**config.mk**
```make
export PLATFORM = sky130hd
export DESIGN_NAME = mem_arbiter
export DESIGN_NICKNAME = d
export VERILOG_FILES = /design/src/rtl/mem_arbiter.sv
export SDC_FILE = /design/constraint.sdc
export NUM_CORES = 1
export LEC_CHECK = 0
export CAP_MARGIN = 25
export CORE_MARGIN = 3
export CORE_UTILIZATION = 46
export DETAILED_ROUTE_END_ITERATION = 12
export GPL_ROUTABILITY_DRIVEN = 0
export HOLD_SLACK_MARGIN = 0.08
export PLACE_DENSITY = 0.83
export SLEW_MARGIN = 20
export SYNTH_ARGS = -nofsm -noshare
export SYNTH_HDL_FRONTEND = slang
export SYNTH_SLANG_ARGS = --single-unit
```
**constraint.sdc**
```tcl
create_clock -name clk -period 4.1 [get_ports clk]
set_input_delay 0.82 -clock clk [delete_from_list [all_inputs] [get_ports clk]]
set_output_delay 0.82 -clock clk [all_outputs]
set_load 0.1 [all_outputs]
```
**src/rtl/mem_arbiter.sv**
```systemverilog
// mem_arbiter: round-robin merge of the IM/DM cache channels onto one fixed-latency SRAM port
module mem_arbiter #(
  parameter int WAIT_CYCLES = 2,
  parameter int ADDR_W      = 12
) (
  input  logic              clk,
  input  logic              rst,
  input  logic              IM_enable,
  input  logic              IM_read,
  input  logic              IM_write,
  input  logic [ADDR_W-1:0] IM_address,
  output logic              IM_ready,
  output logic [31:0]       instruction,
  input  logic              DM_enable,
  input  logic              DM_read,
  input  logic              DM_write,
  input  logic [ADDR_W-1:0] DM_address,
  input  logic [31:0]       DM_in,
  output logic              DM_ready,
  output logic [31:0]       DM_out,
  output logic              mem_enable,
  output logic              mem_write,
  output logic [ADDR_W:0]   mem_address,
  output logic [31:0]       mem_wdata,
  input  logic [31:0]       mem_rdata,
  output logic              busy
);
  typedef enum logic [1:0] {IDLE, ACCESS, RESP, TURN} state_t;
  state_t            state, next;
  logic [3:0]        cnt;
  logic              last_grant, grant, wr, pick_dm, unused_ok;
  logic [ADDR_W-1:0] addr;
  logic [31:0]       wdata;
  // DM wins when alone, or on a tie when IM was served last (last_grant: 1 = DM)
  assign pick_dm   = DM_enable & (~IM_enable | ~last_grant);
  assign unused_ok = IM_read ^ IM_write;
  // state register
  always_ff @(posedge clk)
    state <= !rst ? IDLE : next;
  // next-state and port outputs; SRAM strobes only while accessing, ready only in RESP
  always_comb begin
    next        = state;
    IM_ready    = 1'b0;
    DM_ready    = 1'b0;
    mem_enable  = 1'b0;
    mem_write   = 1'b0;
    mem_address = '0;
    mem_wdata   = '0;
    busy        = state != IDLE;
    case (state)
      IDLE:   next = (IM_enable | DM_enable) ? ACCESS : IDLE;
      ACCESS: begin
        mem_enable  = 1'b1;
        mem_write   = wr;
        mem_address = {grant, addr};
        mem_wdata   = wdata;
        next        = cnt == '0 ? RESP : ACCESS;
      end
      RESP: begin
        IM_ready = ~grant;
        DM_ready = grant;
        next     = TURN;
      end
      TURN:   next = IDLE;
    endcase
  end
  // request latch on grant, wait countdown, read-data capture and round-robin history
  always_ff @(posedge clk) begin
    if (!rst) begin
      cnt         <= '0;
      last_grant  <= 1'b0;
      grant       <= 1'b0;
      addr        <= '0;
      wr          <= 1'b0;
      wdata       <= '0;
      instruction <= '0;
      DM_out      <= '0;
    end else if (state == IDLE && (IM_enable | DM_enable)) begin
      grant <= pick_dm;
      addr  <= pick_dm ? DM_address : IM_address;
      wr    <= pick_dm & DM_write & ~DM_read;
      wdata <= DM_in;
      cnt   <= 4'(WAIT_CYCLES - 1);
    end else if (state == ACCESS) begin
      if (cnt == '0) begin
        last_grant <= grant;
        if (!wr && grant) DM_out <= mem_rdata;
        if (!grant) instruction <= mem_rdata;
      end else begin
        cnt <= cnt - 4'd1;
      end
    end
  end
endmodule
```
# Word level (Yosys, flattened, before mapping)
# Index checks and enable logic that the tools add are counted.
[op_classes]
add_sub_neg = 1
eq_ne = 4
muxes = 13
bitwise_logic = 12
reduce_logical = 13
[op_table]
columns = ["op", "count"]
rows = [
  ["$mux W32", 1],
  ["$mux W13", 1],
  ["$mux W12", 1],
  ["$mux W1", 8],
  ["$pmux W2 S4", 1],
  ["$reduce_and A4 Y1", 2],
  ["$not A1 Y1", 7],
  ["$eq A2 B2 Y1 const B", 2],
  ["$logic_not A4 Y1", 1],
  ["$reduce_and A2 Y1", 2],
  ["$reduce_bool A2 Y1", 2],
  ["$sub A4 B1 Y4 const B", 1],
  ["$and A1 B1 Y1", 3],
  ["$reduce_and A3 Y1", 1],
  ["$eq A2 B1 Y1 const B", 1],
  ["$logic_and A1 B1 Y1", 2],
  ["$logic_not A2 Y1", 1],
  ["$mux W2", 1],
  ["$ne A2 B1 Y1 const B", 1],
  ["$or A1 B1 Y1", 2],
  ["$reduce_or A2 Y1", 1],
  ["$logic_not A1 Y1", 1],
]
[word_totals]
regBits = 117
output_inout_bits = 114
elab_cells = 53

# Depth between registers and ports, before layout
# Gate-level depths: netlist of the first run.
[logic_depth]
word_depth = 5
ltp_mapped = 7

# Worst setup path before layout of the first run
# Ideal clock, no wire load.
[synth_path]
path_type = "register to output"
from = "register (tool-made name)"
to = "output mem_address[0]"
arrival_ns = 2.481
setup_slack_ns = 0.799
stages_incl_launch_ff = 6
path_buffers = 2
path_cell_list = "dfxtp_1 > buf_6 > nand2b_4 > inv_2 > clkbuf_1 > and2_1"
[synth_lines]
columns = ["element", "line", "source"]
rows = [
  ["to (decl)", "23", "output logic [ADDR_W:0] mem_address,"],
]

==> results of run 1 <==
layout by cell type (no fill, tap or decap), types with 2 or more instances in the layout:
cell type / n
sky130_fd_sc_hd__a21oi_1: 68
sky130_fd_sc_hd__a22o_1: 32
sky130_fd_sc_hd__and2_1: 45
sky130_fd_sc_hd__buf_4: 55
sky130_fd_sc_hd__bufinv_16: 4
sky130_fd_sc_hd__clkbuf_16: 16
sky130_fd_sc_hd__clkbuf_8: 4
sky130_fd_sc_hd__clkdlybuf4s50_1: 160
sky130_fd_sc_hd__clkinv_2: 5
sky130_fd_sc_hd__dfxtp_1: 117
sky130_fd_sc_hd__inv_1: 6
sky130_fd_sc_hd__inv_2: 2
sky130_fd_sc_hd__mux2i_1: 12
sky130_fd_sc_hd__nand2_1: 2
sky130_fd_sc_hd__nand3_1: 33
sky130_fd_sc_hd__nand3b_1: 2
sky130_fd_sc_hd__nand4_1: 33
sky130_fd_sc_hd__nor2_1: 7
sky130_fd_sc_hd__nor3_1: 2
sky130_fd_sc_hd__nor3b_4: 2
sky130_fd_sc_hd__o21ai_0: 27
sky130_fd_sc_hd__o21ai_1: 39
sky130_fd_sc_hd__o2bb2ai_1: 12
sky130_fd_sc_hd__or3b_4: 2
registers in the layout, summed over array words and instances (netlist names), named ones only:
signal and flops:
DM_out 32, instruction 32, wdata 32, addr 12, cnt 4, grant 1
last_grant 1, state 1, wr 1
per-layer routing:
metal | vias to the layer above | global-route usage, % | wire (um)
met4 | 0 | 8.476 | 157
met1 | 2197 | 27.50 | 5680
met3 | 15 | 8.179 | 1248
li1 | 2245 | - | -
met5 | - | 0 | 0
met2 | 211 | 40.60 | 7057
metrics by stage:
step	total power, W	area (um2)	hold slack, ns	utilization, %	setup WS (ns)
6_report	0.004047	7298	0.4532	72.99	0.7555
5_1_grt	0.004203	7298	0.4727	72.99	0.6009
4_1_cts	0.004077	7297	0.4600	72.97	0.7201
3_5_place_dp	0.002550	6685	0.4419	66.85	1.260
3_3_place_gp	0.002523	6670	0.4362	66.70	1.301
2_1_floorplan	0.002282	4826	0.4242	-	0.7986
cells by family after synthesis:
kind of cell | after synthesis
muxes | 12
DFF | 117
AOI/OAI and AO/OA | 188
buffers and inverters | 63
and+or+nand+nor | 135
adders and majority gates | 1
area by class of cell:
class / instances / area (um2)
timing repair buffer: 216 / 2029
sequential: 117 / 2342
multi-input combinational: 336 / 2118
fill: 774 / 2701
tap: 133 / 166.4
inverter: 8 / 30.03
clock buffer: 21 / 459.2
clock inverter: 10 / 152.6
power groups by stage:
stage          Sequential [W]  Combinational (W)  Clock [W]
4_1_cts               0.00131            0.00123    0.00154
6_report              0.00131            0.00122    0.00152
3_3_place_gp          0.00132            0.00120          0
5_1_grt               0.00132            0.00129    0.00160
3_5_place_dp          0.00133            0.00122          0
2_1_floorplan         0.00158           0.000698          0
final timing paths:
path	from	endpoint	slack (ns)	depth (start not counted)
worst min-delay path	addr[10]	addr[10]	0.45	1
worst max register to register	state[0]	cnt[3]	1.75	5
worst max-delay path	flop	IM_ready	0.76	3
worst min register to register	addr[10]	addr[10]	0.45	1
worst reg2reg max path, stage by stage, from the launching register on:
cell and delay (ns):
sky130_fd_sc_hd__dfxtp_1 0.57, sky130_fd_sc_hd__nand2b_4 0.13, sky130_fd_sc_hd__inv_2 0.69, sky130_fd_sc_hd__buf_4 0.40
sky130_fd_sc_hd__nand3b_1 0.14, sky130_fd_sc_hd__a221oi_1 0.31
==> metrics.txt, run 1 <==
GRT Resource Usage Total 23.74%; synthesized-area fraction occupied by adder cells 0.2593%; delay of the slowest cell on the worst path 1.16 ns; via count 4,668; maximum ir drop on the vdd rail 0.2809 mV; crit-path cells nand2b_1 -> nor2_1 -> clkdlybuf4s50_1; HPWL reported at the end of detailed placement 9455 um; clock-pin slew on the worst setup and hold paths 0.05 ns; count of nets left with antenna violations after detail routing 0; highest fanout seen on the critical path 10; worst relative slew slack 32.48%; number of distinct library cells after synthesis 42; clock power share 37.5%; TNS Setup 0 ns; total leakage power 2.770 nW; per-cell routed wire length 16.82 um; Detailed Routing Iterations Pass 1 4; unrepaired setup endpoints after global routing false; ANT cells 0; switching part of the total power 36.01%; count leader, synth sky130_fd_sc_hd__dfxtp_1; maximum clock frequency 299.0 MHz; count of clock tree sinks 117; count of pins over their slew limit 0; area overhead of the layout relative to synthesis 51.23%; share of flip-flops with an asynchronous set or reset after synthesis 0%; flops & latches, synth 117; buffers added on ports 207; dominant register cell in the synthesized netlist sky130_fd_sc_hd__dfxtp_1; remaining routing DRC violations 0; residual overflow from global routing 0; Arr. time, crit path 2.52 ns; type of element launching the critical path flop; power density over the cells 554.6 nW/um2; post-synthesis instance area 4826 um2; clock period minus worst slack 3.345 ns; non-filler instance count after layout 841; cell family with the largest share of critical-path delay buffers and inverters; die span in x 108.4 um; synthesized-area fraction occupied by ao, oa, aoi and oai cells 23.57%; area of the core 10000 um2; post-synthesis mux area share 2.489%; CTS tree yes; area leader, netlist sky130_fd_sc_hd__dfxtp_1; MaxCap Viol Count 0; count of routing violations after the opening detailed-route iteration 288; commonest cells in the synthesized netlist sky130_fd_sc_hd__dfxtp_1, sky130_fd_sc_hd__a21oi_1, sky130_fd_sc_hd__and2_1; clock buffers created by TritonCTS 17; top area cells in the synthesized netlist sky130_fd_sc_hd__dfxtp_1, sky130_fd_sc_hd__a21oi_1, sky130_fd_sc_hd__and2_1; total die area 11,760 um2; final cycle utilization of the critical path 81.57%; largest net degree at the start of global routing 68; mean instance size in the synthesized netlist 9.352 um2; xor/xnor cell area share of the yosys netlist 0%; number of antenna violations at the first check in global routing 0; type of the setup path with the least slack flop to output pin; Synth Net Count 613; initial core utilization 48.26%; basic-gate share of the synthesized area counting and, or, nand and nor cells 17.29%; capturing element type of the critical path output pin; global-route wire length before repair 22,340 um; Post-CTS Resized 0; Vert. Die Dim 108.4 um; Post-CTS Setup Inserts 0; cts hold-fix bufs 0; largest family of logic cells by synthesized area compound AO/OA/AOI/OAI gates; switching power 0.001457 W; H-tree depth reported by CTS 4; gate count after technology mapping 516; number of global-route vias before repair 4,578; vias per cell 5.551; count of final hold-check violations 0; placed instance count 810; Clk Latency, worst-skew pair 0.50 ns; worst endpoint required time 3.28 ns; Placement Rows 36; final setup fails 0; combinational cell fraction of total power 30.2%; Synth warnings 0; routed wire length 14,140 um; final worst clock skew 0.008798 ns; Worst Tran Pin Value 1.010 ns; CP bufs+invs 1; share of post-route cells with drive strength above 1 13.42%; register share of total power 32.3%; share of the yosys chip area belonging to registers 48.54%; critical path's slowest cell sky130_fd_sc_hd__clkdlybuf4s50_1; status complete, no violations; portion of synthesized cell area occupied by the leading cell type 48.54%; worst hold path class flop to flop; count of flip-flops with a built-in enable after synthesis 0; largest buffer count on any clock path 2; internal power contribution 0.002590 W; total I/O pin count 210; final-stage net count 793; Root Driver sky130_fd_sc_hd__clkbuf_8
(Power assumes the default switching activity.)
==> run 2: changes to the inputs <==
CORE_UTILIZATION = 38   (was 46)
PLACE_DENSITY = 0.73   (was 0.83)
clock period = 2.8 ns   (was 4.1 ns; I/O delays follow)
==> metrics.txt, run 2 (synthesis results as in run 1) <==
HPWL reported at the end of detailed placement 10,220 um (+8.1%); global-route wire length before repair 24,370 um (+9.1%); top library cells by usage in the layout, fill and taps aside sky130_fd_sc_hd__dfxtp_1, sky130_fd_sc_hd__clkdlybuf4s50_1, sky130_fd_sc_hd__buf_4; clock-pin slew on the worst setup and hold paths 0.05 ns (about the same); vias per cell 5.439 (-2.0%); count of clock tree sinks 117 (unchanged); worst hold path class flop to flop; CTS tree yes; critical path's slowest cell sky130_fd_sc_hd__dfxtp_1; total I/O pin count 210 (unchanged); final worst clock skew 0.008099 ns (-0.0006993 ns); type of the setup path with the least slack flop to output pin; Detailed Routing Iterations Pass 1 5 (+1); routed wire length 15,100 um (+6.7%); capturing element type of the critical path output pin; final setup fails 0 (unchanged); final cell area excluding filler cells 7725 um2 (+5.8%); count of final hold-check violations 0 (unchanged); clock period minus worst slack 2.450 ns; highest fanout seen on the critical path 48 (+38); Clk Latency, worst-skew pair 0.40 ns (-0.10 ns); worst relative slew slack 50.30% (+18 points); per-cell routed wire length 17.18 um (+2.1%); registers with the highest flip-flop counts DM_out x32, instruction x32, wdata x32; initial core utilization 39.52% (-8.7 points); maximum ir drop on the vdd rail 0.3377 mV (+20%); residual overflow from global routing 0 (unchanged); final cycle utilization of the critical path 87.49%; buffers added on ports 207 (unchanged); largest buffer count on any clock path 2 (unchanged); delay of the slowest cell on the worst path 0.59 ns (-0.57 ns); CP bufs+invs 2 (+1); unrepaired setup endpoints after global routing false; area overhead of the layout relative to synthesis 60.07%; Placement Rows 40 (+11%); total die area 14,090 um2 (+20%); non-filler instance count after layout 879 (+4.5%); area of the core 12,210 um2 (+22%); count of routing violations after the opening detailed-route iteration 578 (+100%); hold slack 0.4570 ns (+0.003878 ns); share of post-route cells with drive strength above 1 23.07% (+9.6 points); placed instance count 848 (+4.7%); die span in x 118.7 um (+9.5%); crit-path cells nand2b_4 -> inv_4 -> and2_1 -> buf_12; worst endpoint required time 2.24 ns (-1.04 ns); maximum clock frequency 408.2 MHz; final core utilization 63.26% (-9.7 points); GRT Resource Usage Total 21.27% (-2.5 points); H-tree depth reported by CTS 4 (unchanged); Arr. time, crit path 1.89 ns (-0.63 ns); placed standard-cell area 7166 um2 (+7.2%); cell family with the largest share of critical-path delay flip-flops; status complete, no violations; TNS Setup 0 ns (unchanged); clock buffers created by TritonCTS 17 (unchanged); remaining routing DRC violations 0 (unchanged); count of nets left with antenna violations after detail routing 0 (unchanged); Root Driver sky130_fd_sc_hd__clkbuf_16; number of global-route vias before repair 4,869 (+6.4%); final-stage net count 796 (+0.38%); Worst Tran Pin Value 0.7456 ns (-0.2641 ns); MaxCap Viol Count 0 (unchanged); power density over the cells 764.8 nW/um2 (+38%); via count 4,781 (+2.4%); total leakage power 3.024 nW (+9.2%); largest net degree at the start of global routing 68 (unchanged); count of pins over their slew limit 0 (unchanged); number of antenna violations at the first check in global routing 0 (unchanged); leading cell type in the layout, fill and taps excluded sky130_fd_sc_hd__dfxtp_1; type of element launching the critical path flop; Vert. Die Dim 118.7 um (+9.5%); ANT cells 0 (unchanged)
-- run 2: stage by stage --
step / worst slack, ns / power, W
floorplan: 0.2633 / 0.003341
finish: 0.3502 / 0.005908
global route: 0.2118 / 0.006135
detailed placement: 0.5540 / 0.003872
global placement: 0.6115 / 0.003840
CTS: 0.1177 / 0.005939
-- run 2: routing by layer --
layer | routed length [um] | up-vias | global-route usage [%]
li1 | - | 2248 | -
met1 | 6014 | 2269 | 24.45
met2 | 7067 | 251 | 34.42
met3 | 1852 | 13 | 10.81
met4 | 162 | 0 | 6.807
met5 | 0 | - | 0
-- run 2: worst register-to-register path, cell delays in order (launching register included) --
cell                       delay (ns)
sky130_fd_sc_hd__dfxtp_1         0.59
sky130_fd_sc_hd__nand2b_4        0.13
sky130_fd_sc_hd__inv_4           0.31
sky130_fd_sc_hd__buf_4           0.45
sky130_fd_sc_hd__a21oi_1         0.15
sky130_fd_sc_hd__a211oi_1        0.29
-- run 2: cell type report --
cell class | count | area, um2
repair buffers | 219 | 2465
inverters | 8 | 32.53
flip-flops and latches | 117 | 2342
clock inverters | 11 | 110.1
clock buffers | 20 | 446.7
multi-input cells | 336 | 2118
well taps | 168 | 210.2
fillers | 1008 | 4487
-- run 2: final timing paths --
path         cells after the start             to  slack, ns      from
min reg2reg                      1        addr[1]       0.46   addr[1]
max reg2reg                      5         cnt[1]       0.78  state[0]
max                              4  mem_wdata[16]       0.35  state[0]
min                              1        addr[1]       0.46   addr[1]
-- run 2: repair_timing --
action                                  in CTS  in global routing
endpoints found under the setup margin       0                 17
gates resized for setup                      0                  2
setup buffers                                0                  0
hold endpoints to repair                     0                  0
hold buffers                                 0                  0
-- run 2: where the power goes --
group | total [W] | switching, W | internal (W)
clock | 0.00207 | 0.000751 | 0.00132
sequential | 0.00192 | 0.0000993 | 0.00182
combinational | 0.00192 | 0.00136 | 0.000568
==> run 3: changes to the inputs <==
CAP_MARGIN = 20   (was 25)
==> results of run 3 <==
Final layout, timing and power as in run 2 (identical DEF).
